<file path="src/rtl/cell_sweep_pkg.sv">
// Shared types and reference truth tables for the cell sweep controller.
package cell_sweep_pkg;

   // Sweep sequencer states
   typedef enum logic [2:0] {
      StIdle,
      StApply,
      StSettle,
      StSample,
      StDone
   } state_e;

   // Reference truth tables for 3-input cells, bit k = output for vector k
   localparam logic [7:0] NOR3_TT  = 8'h01;
   localparam logic [7:0] NAND3_TT = 8'h7F;
   localparam logic [7:0] AND3_TT  = 8'h80;
   localparam logic [7:0] OR3_TT   = 8'hFE;

endpackage

</file>
<file path="src/rtl/cell_sweep_timer.sv">
// Settle-delay down-counter: load a count, decrement while enabled, flag the last cycle.
module cell_sweep_timer (
   input  logic       clk,
   input  logic       rst_n,
   input  logic       load,
   input  logic [7:0] load_val,
   input  logic       dec,
   output logic       expired
);

   logic [7:0] cnt;

   // Count register: load takes priority, decrement stops at zero
   always_ff @(posedge clk or negedge rst_n) begin
      if (!rst_n) begin
         cnt <= 8'd0;
      end else if (load) begin
         cnt <= load_val;
      end else if (dec && (cnt != 8'd0)) begin
         cnt <= cnt - 8'd1;
      end
   end

   // Loaded with N, the holder sees expired on its N-th cycle in the wait state
   assign expired = (cnt <= 8'd1);

endmodule

</file>
<file path="src/rtl/cell_sweep_ctrl.sv">
// Exhaustive truth-table sweep of a combinational cell: drives every input vector,
// waits a settle time, samples the cell output and tallies mismatches.
// Optional feature: define CELL_SWEEP_LOG_EN to record the observed truth table in obs_tt.
module cell_sweep_ctrl
   import cell_sweep_pkg::*;
#(
   parameter int unsigned N_IN          = 3,
   parameter int unsigned SETTLE_CYCLES = 2
) (
   input  logic                 clk,
   input  logic                 rst_n,
   input  logic                 start,
   input  logic [2**N_IN-1:0]   expect_tt,
   output logic [N_IN-1:0]      dut_in,
   input  logic                 dut_zn,
   output logic                 busy,
   output logic                 done,
   output logic                 pass,
   output logic [N_IN:0]        err_cnt,
   output logic [N_IN-1:0]      first_fail,
   output logic [2**N_IN-1:0]   obs_tt
);

   localparam int unsigned     NVec       = 2**N_IN;
   localparam logic [N_IN-1:0] LastVec    = N_IN'(NVec - 1);
   localparam logic [7:0]      SettleLoad = 8'(SETTLE_CYCLES);

   state_e            state;
   logic [N_IN-1:0]   vec;
   logic [NVec-1:0]   exp_q;
   logic              mismatch;
   logic              timer_expired;
   logic              start_ok;

   assign mismatch = (dut_zn != exp_q[vec]);
   assign start_ok = ((state == StIdle) || (state == StDone)) && start;

   // The applied vector is the sweep index itself, so it holds through SAMPLE and in DONE
   assign dut_in = vec;

   cell_sweep_timer u_timer (
      .clk      (clk),
      .rst_n    (rst_n),
      .load     (state == StApply),
      .load_val (SettleLoad),
      .dec      (state == StSettle),
      .expired  (timer_expired)
   );

   // Sequencer with registered status outputs
   always_ff @(posedge clk or negedge rst_n) begin
      if (!rst_n) begin
         state      <= StIdle;
         vec        <= '0;
         exp_q      <= '0;
         busy       <= 1'b0;
         done       <= 1'b0;
         pass       <= 1'b0;
         err_cnt    <= '0;
         first_fail <= '0;
      end else begin
         unique case (state)
            StIdle, StDone: begin
               if (start) begin
                  state      <= StApply;
                  vec        <= '0;
                  exp_q      <= expect_tt;
                  busy       <= 1'b1;
                  done       <= 1'b0;
                  pass       <= 1'b0;
                  err_cnt    <= '0;
                  first_fail <= '0;
               end
            end
            StApply: begin
               state <= (SETTLE_CYCLES == 0) ? StSample : StSettle;
            end
            StSettle: begin
               if (timer_expired) begin
                  state <= StSample;
               end
            end
            StSample: begin
               if (mismatch) begin
                  err_cnt <= err_cnt + (N_IN + 1)'(1);
                  if (err_cnt == '0) begin
                     first_fail <= vec;
                  end
               end
               if (vec == LastVec) begin
                  state <= StDone;
                  busy  <= 1'b0;
                  done  <= 1'b1;
                  pass  <= (err_cnt == '0) && !mismatch;
               end else begin
                  state <= StApply;
                  vec   <= vec + N_IN'(1);
               end
            end
            default: begin
               state <= StIdle;
            end
         endcase
      end
   end

`ifdef CELL_SWEEP_LOG_EN
   logic [NVec-1:0] obs_q;

   // Observed truth table, one bit written per sampled vector
   always_ff @(posedge clk or negedge rst_n) begin
      if (!rst_n) begin
         obs_q <= '0;
      end else if (start_ok) begin
         obs_q <= '0;
      end else if (state == StSample) begin
         obs_q[vec] <= dut_zn;
      end
   end

   assign obs_tt = obs_q;
`else
   assign obs_tt = '0;
`endif

endmodule

</file>
<file path="config.mk">
export PLATFORM = sky130hd
export DESIGN_NAME = cell_sweep_ctrl
export DESIGN_NICKNAME = d
export VERILOG_FILES = /design/src/rtl/cell_sweep_pkg.sv /design/src/rtl/cell_sweep_timer.sv /design/src/rtl/cell_sweep_ctrl.sv
export SDC_FILE = /design/constraint.sdc
export NUM_CORES = 1
export LEC_CHECK = 0
export CORE_MARGIN = 10
export CORE_UTILIZATION = 30
export CTS_CLUSTER_DIAMETER = 60
export DETAILED_ROUTE_END_ITERATION = 7
export HOLD_SLACK_MARGIN = 0.15
export PLACE_DENSITY = 0.57
export SLEW_MARGIN = 20
export SYNTH_ARGS = -nofsm -noshare
export SYNTH_HDL_FRONTEND = slang
export SYNTH_HIERARCHICAL = 1
export SYNTH_SLANG_ARGS = --single-unit
</file>
<file path="constraint.sdc">
create_clock -name clk -period 4.6 [get_ports clk]
set_input_delay 0.46 -clock clk [delete_from_list [all_inputs] [get_ports clk]]
set_output_delay 0.46 -clock clk [all_outputs]
set_load 0.05 [all_outputs]
</file>
## After elaboration in Yosys (flattened, before gate mapping)

Cells that the tools add are included.

| word-level totals | value |
|---|---|
| bits in registers | 32 |
| input bits | 12 |
| output and inout bits | 21 |

| operators by class | value |
|---|---|
| $add $sub $neg | 3 |
| order comparisons | 2 |
| equal/unequal tests | 12 |
| multiplexer cells | 25 |
| reductions and logical operators | 15 |

Operators with widths:

| cell | count |
|---|---|
| 2-to-1 mux 3 bit | 7 |
| 2-to-1 mux 8 bit | 2 |
| != test 2 bit, second input constant | 6 |
| case mux 3 bit (2 select lines) | 2 |
| case mux 3 bit (4 select lines) | 1 |
| AND reduction 3 bit | 3 |
| less-or-equal comparator 8 x 1 -> 1 bit, second input constant | 1 |
| 2-to-1 mux 4 bit | 2 |
| case mux 4 bit (2 select lines) | 1 |
| nonzero test 8 bit | 1 |
| subtractor 8 x 1 -> 8 bit, second input constant | 1 |
| equality test 3 x 2 -> 1 bit, second input constant | 2 |
| equality test 3 bit, second input constant | 2 |
| 2-to-1 mux 1 bit | 6 |
| case mux 1 bit (2 select lines) | 3 |
| adder 4 x 1 -> 4 bit, second input constant | 1 |
| logical NOT 4 bit | 1 |
| < comparator 3 x 4 -> 1 bit, second input constant | 1 |
| AND reduction 2 bit | 2 |
| AND reduction 4 bit | 1 |
| nonzero test 2 bit | 2 |
| adder 3 x 1 -> 3 bit, second input constant | 1 |
| binary-select mux 1 bit (select 3 bit) | 1 |
| equality test 3 x 1 -> 1 bit, second input constant | 1 |
| other kinds (5) | 6 |

## Longest topological paths before layout

Gate-level depths: netlist (run 1).

| depth | value |
|---|---|
| depth in word-level cells | 7 |
| depth in mapped cells | 7 |
| depth with buffers taken out | 6 |

## By module

The synthesis (run 1) kept the hierarchy.

By module, submodules not included:

| module | instances | cells an instance | area each (sq um) | sequential area each (sq um) |
|---|---|---|---|---|
| cell_sweep_ctrl | 1 | 128 | 1271.2 | 600.6 |
| cell_sweep_timer | 1 | 65 | 569.3 | 200.2 |

## Worst setup path before layout (run 1)

Ideal clock, no wire load.

| timing path | value |
|---|---|
| path type | reg-to-reg |
| start point | reg vec[0] (netlist: dut_in[0]) |
| end point | reg err_cnt[1] |
| library setup time | 0.122 ns |
| arrival time | 2.041 ns |
| path slack | 2.437 ns |
| cell stages (with the launch flop) | 8 |
| buffers on the path | 2 |
| cells stage by stage | dfrtp_1 buf_6 mux2_4 a2bb2oi_1 and3b_1 buf_6 or2_4 a32o_1 |

| on the way | value |
|---|---|
| word-level cells in the longest chain between the ends | 5 |

Ends and longest elaborated chain:

| item | line | text |
|---|---|---|
| start: declaration | cell_sweep_ctrl.sv:29 | `logic [N_IN-1:0] vec;` |
| start signal: assignment | cell_sweep_ctrl.sv:97 | `vec <= vec + N_IN'(1);` |
| binary-select mux 1 bit (select 3 bit) | cell_sweep_ctrl.sv:35 | `assign mismatch = (dut_zn != exp_q[vec]);` |
| 2-to-1 mux 1 bit (implied by the code) | cell_sweep_ctrl.sv:35 |  |
| != test 1 bit | cell_sweep_ctrl.sv:35 |  |
| != test 2 bit (no source line) | n/a |  |
| AND reduction 3 bit (no source line) | n/a |  |
| end signal: assignment | cell_sweep_ctrl.sv:85 | `err_cnt <= err_cnt + (N_IN + 1)'(1);` |
| end: declaration | cell_sweep_ctrl.sv:19 | `output logic [N_IN:0] err_cnt,` |

Every way passes these cells. The select of a mux whose other input is x is not followed.
A chain may end at the register's enable or synchronous reset.

## Final worst setup path (run 1)

| timing path | value |
|---|---|
| start point | reg state[2] |
| end point | reg u_timer.cnt[7] |

| on the way | value |
|---|---|
| word-level cells in the longest chain between the ends | 3 |

Ends and longest elaborated chain:

| item | line | text |
|---|---|---|
| start: declaration | cell_sweep_ctrl.sv:28 | `state_e state;` |
| start signal: assignment | cell_sweep_ctrl.sv:53 | `state <= StIdle;` |
| start signal: assignment | cell_sweep_ctrl.sv:65 | `state <= StApply;` |
| start signal: assignment | cell_sweep_ctrl.sv:76 | `state <= (SETTLE_CYCLES == 0) ? StSample : StSettle;` |
| equality test 3 x 2 -> 1 bit | cell_sweep_ctrl.sv:46 | `.dec (state == StSettle),` |
| logical AND 1 bit | cell_sweep_timer.sv:19 | `end else if (dec && (cnt != 8'd0)) begin` |
| nonzero test 2 bit (no source line) | n/a |  |
| end signal: assignment | cell_sweep_timer.sv:18 | `cnt <= load_val;` |
| end signal: assignment | cell_sweep_timer.sv:20 | `cnt <= cnt - 8'd1;` |
| end: declaration | cell_sweep_timer.sv:11 | `logic [7:0] cnt;` |

Parallel ways exist; a longest one is shown, timed or not.

==> impl_metrics.csv, run 1 <==
group,metric,value,unit
finish,most-common-layout-cells,"nand2_1, dfrtp_1, clkdlybuf4s50_1",
finish,final_util,37.1,%
finish,final_common_cell,"nand2_1",
worst_hold_path,hold_depth,2,
cts,clock_path_buffers,2,
synth,synth-main-ff-cell,"dfrtp_1",
sta,relSlewSlack,63.5,%
synth,ys_warn_count,6,
finish,nFillCells,628,
synth,syn-instance-count,193,
drt,dr_total_vias,1458,
power_and_ir_drop,leakagePower,0.00100,uW
setup_path,worstPathCellList,"inv_1, nand2_1, nor2_1, or4b_1, or4_1, a31oi_1",
synth,syn_avg_cell_area,9.54,sq um
cts,htreeDepth,2,
setup_path,cp-end-kind,"flop",
floorplanning,start_util,30.9,%
floorplanning,ios,33,
outcome,status,"finished, final reports clean",
grt,antenna_found_initial,0,
cts,post_cts_buffers,0,
finish,seq_area,801,sq um
synth,synth_edf_count,0,
sta,finalCriticalPeriod,2200,ps
sta,setup_viol,0,
finish,drive_above_1_share,6.73,%
finish,num_antenna_cells,0,
job,maxCapViolations,0,
setup_path,crit_type,"flop to flop",
worst_hold_path,hp-start,"exp_q[0]",
finish,layout.cells.non_filler,298,
power_and_ir_drop,power.density,607,nW/um^2
setup_path,worstSetupStartpointType,"flop",
setup_path,reg2reg_depth,6,
sta,tightest_slew,546,ps
worst_hold_path,hold_end,"exp_q[0]",
sta,hold_viol_final,0,
drt,drtIter0Drc,55,
cts,cts_sinks,32,
cts,clk_pin_slew,60,ps
synth,async_flop_share,100,%
floorplanning,die_area,9670,sq um
setup_path,worst_ep_arrival_time,2400,ps
sta,rsz0062_at_grt,"false",
finish,area_growth,20.1,%
setup_path,r2r_start,"state[2]",
floorplanning,core_area,5960,sq um
finish,multi_input_area,948,sq um
grt,grt_pass1_vias,1432,
placement,io_buffers,24,
cts,numCtsBuffers,5,
setup_path,r2r-end,"u_timer/cnt[7]",
setup_path,max_stage_delay,570,ps
sta,drv_slew,0,
placement,post-dp-hpwl,2.86,mm
worst_hold_path,hp-class,"flop to flop",
drt,wl_per_cell,13.2,microns
setup_path,required,4800,ps
grt,grt_usage,8.21,%
drt,viasPerCell,4.89,
power_and_ir_drop,max-vdd-ir-drop,0.340,mV
grt,grt_first_pass_wirelength,6.73,mm
cts,hold_buffers,0,
sta,clock_skew,6.98,ps
grt,grt_max_degree,33,
placement,gp_congestion,0.720,
drt,routed_wl,3.92,mm
setup_path,path_max_fanout,9,
cts,clk_latency,280,ps
synth,synth_cell_types,51,
grt,gr-total-overflow,0,
setup_path,worst-path-buf-inv,1,
floorplanning,die_height,98.3,microns
sta,fin_tns_setup,0,ps
setup_path,critPathTopFamily,"simple AND/OR/NAND/NOR gates",
drt,ant_nets,0,
floorplanning,die_w,98.3,microns
setup_path,crit_cells,6,
finish,finish.net_count,242,
floorplanning,num_rows,28,
synth,synthesis.area,1840,sq um
synth,synth_seq_cells,32,
drt,dr.pass1.iters,4,
sta,fmaxAchievable,454,MHz
synth,synth_seq_area_share,43.5,%
cts,cts_resized,0,
setup_path,crit_slowest_cell,"or4b_1",
cts,root_buffer,"clkbuf_8",
cts,cts_tree,"done",
sta,fin_crit_sh,47.8,%
placement,dp.cells,291,
drt,drcViolationCount,0,
setup_path,r2r_slack,2400,ps
setup_path,critPathLaunch,"state[2]",
## final cells by class
cell class | count | share of cell area, %
repair buffers | 26 | 11.6
multi-input cells | 149 | 42.9
flip-flops and latches | 32 | 36.2
inverters | 9 | 1.53
clock buffers | 6 | 3.28
clock inverters | 1 | 0.227
well taps | 75 | 4.25
## power breakdown
part | internal [uW] | leakage [uW] | switching [uW] | total [uW]
logic | 262 | 0.000558 | 380 | 642
clock network | 103 | 0.0000410 | 97.2 | 200
registers | 386 | 0.000404 | 114 | 500
total | 751 | 0.00100 | 591 | 1340
## routing by layer
layer / global-route usage (%) / vias to the layer above / part of all wire, %
met4: 2.32 / 0 / 0.43
li1: - / 725 / -
met3: 4.23 / 2 / 7.4
met5: 0 / - / 0
met2: 13.0 / 32 / 47
met1: 9.52 / 699 / 45
## flip-flops by register name, indices dropped and copies added, names as in the netlist
register     count
exp_q            8
u_timer/cnt      8
err_cnt          4
dut_in           3
first_fail       3
state            3
busy             1
done             1
pass             1
## per-stage QoR
step	area, sq um	power (uW)	hold slack [ps]	setup WS, ps
final	2210	1340	473	2400
after global routing	2210	1450	495	2200
after global placement	2130	1140	459	2470
after detailed placement	2130	1150	462	2420
after CTS	2210	1360	477	2400
after floorplan	1890	1000	164	2440
## cells by family after synthesis
kind of cell             synth area share (%)
AND/OR/NAND/NOR                          21.2
AO/OA/AOI/OAI                            18.2
flip-flops                               43.5
buffers and inverters                    7.82
multiplexers                             4.15
adder cells (fa/ha/maj)                  4.76
other                                   0.408
## synthesized netlist by cell type, types with 2 or more instances
| cell type | n | area (sq um) |
|---|---|---|
| o311ai_1 | 2 | 17.5 |
| nor3b_1 | 2 | 15.0 |
| o31ai_1 | 3 | 22.5 |
| a31oi_1 | 4 | 25.0 |
| or4_1 | 3 | 22.5 |
| nand3_1 | 2 | 10.0 |
| dfrtp_1 | 32 | 801 |
| nor3_1 | 2 | 10.0 |
| a21oi_1 | 3 | 15.0 |
| nor2b_1 | 3 | 18.8 |
| inv_1 | 9 | 33.8 |
| o211ai_1 | 3 | 22.5 |
| and3_1 | 2 | 12.5 |
| a32o_1 | 4 | 40.0 |
| a2bb2oi_1 | 3 | 26.3 |
| nor2_1 | 10 | 37.5 |
| nand2_1 | 37 | 139 |
| ha_1 | 7 | 87.6 |
| buf_4 | 8 | 60.1 |
| mux2i_1 | 5 | 50.1 |
| conb_1 | 2 | 7.51 |
| buf_6 | 2 | 22.5 |
| clkbuf_1 | 6 | 22.5 |
| nand2b_1 | 4 | 25.0 |
| a22o_1 | 2 | 17.5 |
| and3b_1 | 2 | 17.5 |
| and2_1 | 3 | 18.8 |
| o21a_1 | 2 | 15.0 |
| o41ai_1 | 2 | 17.5 |
| o21ai_0 | 3 | 15.0 |
## worst max path at each step
| stage | to |
|---|---|
| after floorplan | err_cnt[1] |
| after global placement | u_timer/cnt[7] |
| after detailed placement | u_timer/cnt[7] |
| after CTS | dut_in[0] |
| after global routing | u_timer/cnt[7] |
| final | u_timer/cnt[7] |
## worst register-to-register path: stages (launching register included)
cell	delay, ps
dfrtp_1	370
inv_1	90
nand2_1	70
nor2_1	370
or4b_1	570
or4_1	490
a31oi_1	170
Note: power is estimated with default switching activity, not from simulation.
==> run 2, diff against run 1 <==
==> constraint.sdc (replaced) <==
create_clock -name clk -period 2.1 [get_ports clk]
set_input_delay 0.21 -clock clk [delete_from_list [all_inputs] [get_ports clk]]
set_output_delay 0.21 -clock clk [all_outputs]
set_load 0.05 [all_outputs]
==> impl_metrics.csv, run 2 (same netlist as run 1, synthesis figures left out) <==
group,metric,value,unit
floorplanning,die_area,9670,sq um
finish,drive_above_1_share,10.4,%
cts,clk_pin_slew,70,ps
sta,drv_slew,0,
drt,ant_nets,0,
cts,numCtsBuffers,5,
placement,post-dp-hpwl,3.10,mm
finish,final_common_cell,"nand2_1",
power_and_ir_drop,max-vdd-ir-drop,0.721,mV
setup_path,cp-end-kind,"flop",
cts,cts_tree,"done",
cts,clk_latency,290,ps
floorplanning,num_rows,28,
grt,grt_first_pass_wirelength,6.84,mm
sta,hold_viol_final,0,
power_and_ir_drop,p_sw_share,42.3,%
setup_path,path_max_fanout,10,
drt,routed_wl,4.19,mm
placement,gp_congestion,0.816,
cts,root_buffer,"clkbuf_8",
outcome,status,"finished, final reports clean",
floorplanning,die_w,98.3,microns
sta,tightest_slew,560,ps
sta,fmaxAchievable,513,MHz
grt,grt_max_degree,33,
floorplanning,start_util,30.9,%
cts,cts_resized,0,
finish,area_growth,24.6,%
sta,relSlewSlack,62.6,%
sta,fin_crit_sh,92.9,%
power_and_ir_drop,power_frac_comb,47.0,%
grt,grt_pass1_vias,1449,
grt,antenna_found_initial,0,
placement,place_ws,163,ps
cts,post_cts_buffers,0,
setup_path,worst_ep_arrival_time,2150,ps
job,maxCapViolations,0,
power_and_ir_drop,leakagePower,0.00105,uW
floorplanning,core_area,5960,sq um
setup_path,worstSetupStartpointType,"flop",
drt,drtIter0Drc,32,
sta,setup_ws,150,ps
worst_hold_path,hp-class,"primary input to asynchronous set/reset pin",
finish,nFillCells,616,
grt,grt_usage,8.43,%
finish,most-common-layout-cells,"nand2_1, dfrtp_1, clkdlybuf4s50_1",
power_and_ir_drop,clkPwrFrac,18.5,%
floorplanning,ios,33,
floorplanning,die_height,98.3,microns
grt,gr-total-overflow,0,
finish,finish.net_count,249,
drt,wl_per_cell,13.7,microns
cts,htreeDepth,2,
power_and_ir_drop,power.density,1390,nW/um^2
drt,dr.pass1.iters,4,
power_and_ir_drop,intPower,1840,uW
setup_path,required,2300,ps
sta,rsz0062_at_grt,"false",
sta,finalCriticalPeriod,1950,ps
setup_path,crit_type,"flop to flop",
placement,io_buffers,24,
finish,top_regs,"exp_q: 8 flops, u_timer/cnt: 8 flops, err_cnt: 4 flops",
cts,cts_sinks,32,
power_and_ir_drop,switching_power,1350,uW
cts,hold_buffers,0,
cts,clock_path_buffers,2,
sta,clock_skew,12.3,ps
drt,viasPerCell,4.74,
drt,drcViolationCount,0,
finish,final_util,38.5,%
power_and_ir_drop,pwr-share-seq,34.4,%
sta,setup_viol,0,
finish,num_antenna_cells,0,
drt,dr_total_vias,1451,
sta,fin_tns_setup,0,ps
## run 2: cell count changes in the layout (fill, tap and decap cells not counted)
cell and delta:
bufinv_16 +1, dfrtp_2 +1, buf_4 +7, dfrtp_1 -1
## run 2: layout make-up
cell class	instances	area [sq um]	share of cell area, %
Clock buffer	6	72.6	3.16
Sequential cell	32	802	35.0
Tap cell	75	93.8	4.09
Inverter	9	33.8	1.47
Multi-Input combinational cell	149	948	41.4
Timing Repair Buffer	33	308	13.4
Clock inverter	2	35.0	1.53
## run 2: layer usage
layer	wire (microns)	GRT usage (%)	part of all wire (%)
met5	0	0	0
met4	75	3.97	1.8
met1	1880	9.90	45
met2	1930	13.2	46
met3	299	3.31	7.1
## run 2: critical path, stage by stage (launching register included)
cell     delay, ps
dfrtp_1        440
or4_1          720
or4_1          550
a31oi_1        170
## run 2: power groups by stage
| stage | clock network, uW | logic, uW | registers [uW] |
|---|---|---|---|
| after floorplan | 0 | 985 | 1210 |
| after global placement | 0 | 1480 | 1100 |
| after detailed placement | 0 | 1500 | 1110 |
| after CTS | 611 | 1510 | 1100 |
| after global routing | 635 | 1660 | 1140 |
| final | 591 | 1500 | 1100 |
## run 2: metrics by stage
| step | instances | hold slack, ps | cell area (sq um) | total power [uW] |
|---|---|---|---|---|
| after detailed placement | 298 | 461 | 2190 | 2610 |
| after CTS | 306 | 341 | 2290 | 3220 |
| after floorplan | 207 | -85.6 | 1890 | 2200 |
| final | 306 | 326 | 2290 | 3190 |
| after global routing | 306 | 356 | 2290 | 3430 |
| after global placement | 298 | 459 | 2190 | 2580 |
## run 2: final timing paths
check                          startpoint        endpoint  slack (ps)  cells after the start
max                        u_timer/cnt[3]  u_timer/cnt[7]         150                      3
min                                 rst_n        exp_q[6]         330                      2
max reg2reg                u_timer/cnt[3]  u_timer/cnt[7]         150                      3
min reg2reg                      exp_q[0]        exp_q[0]         470                      2
max in group asynchronous           rst_n       dut_in[0]        1460                      2
min in group clk             expect_tt[2]        exp_q[2]         440                      3
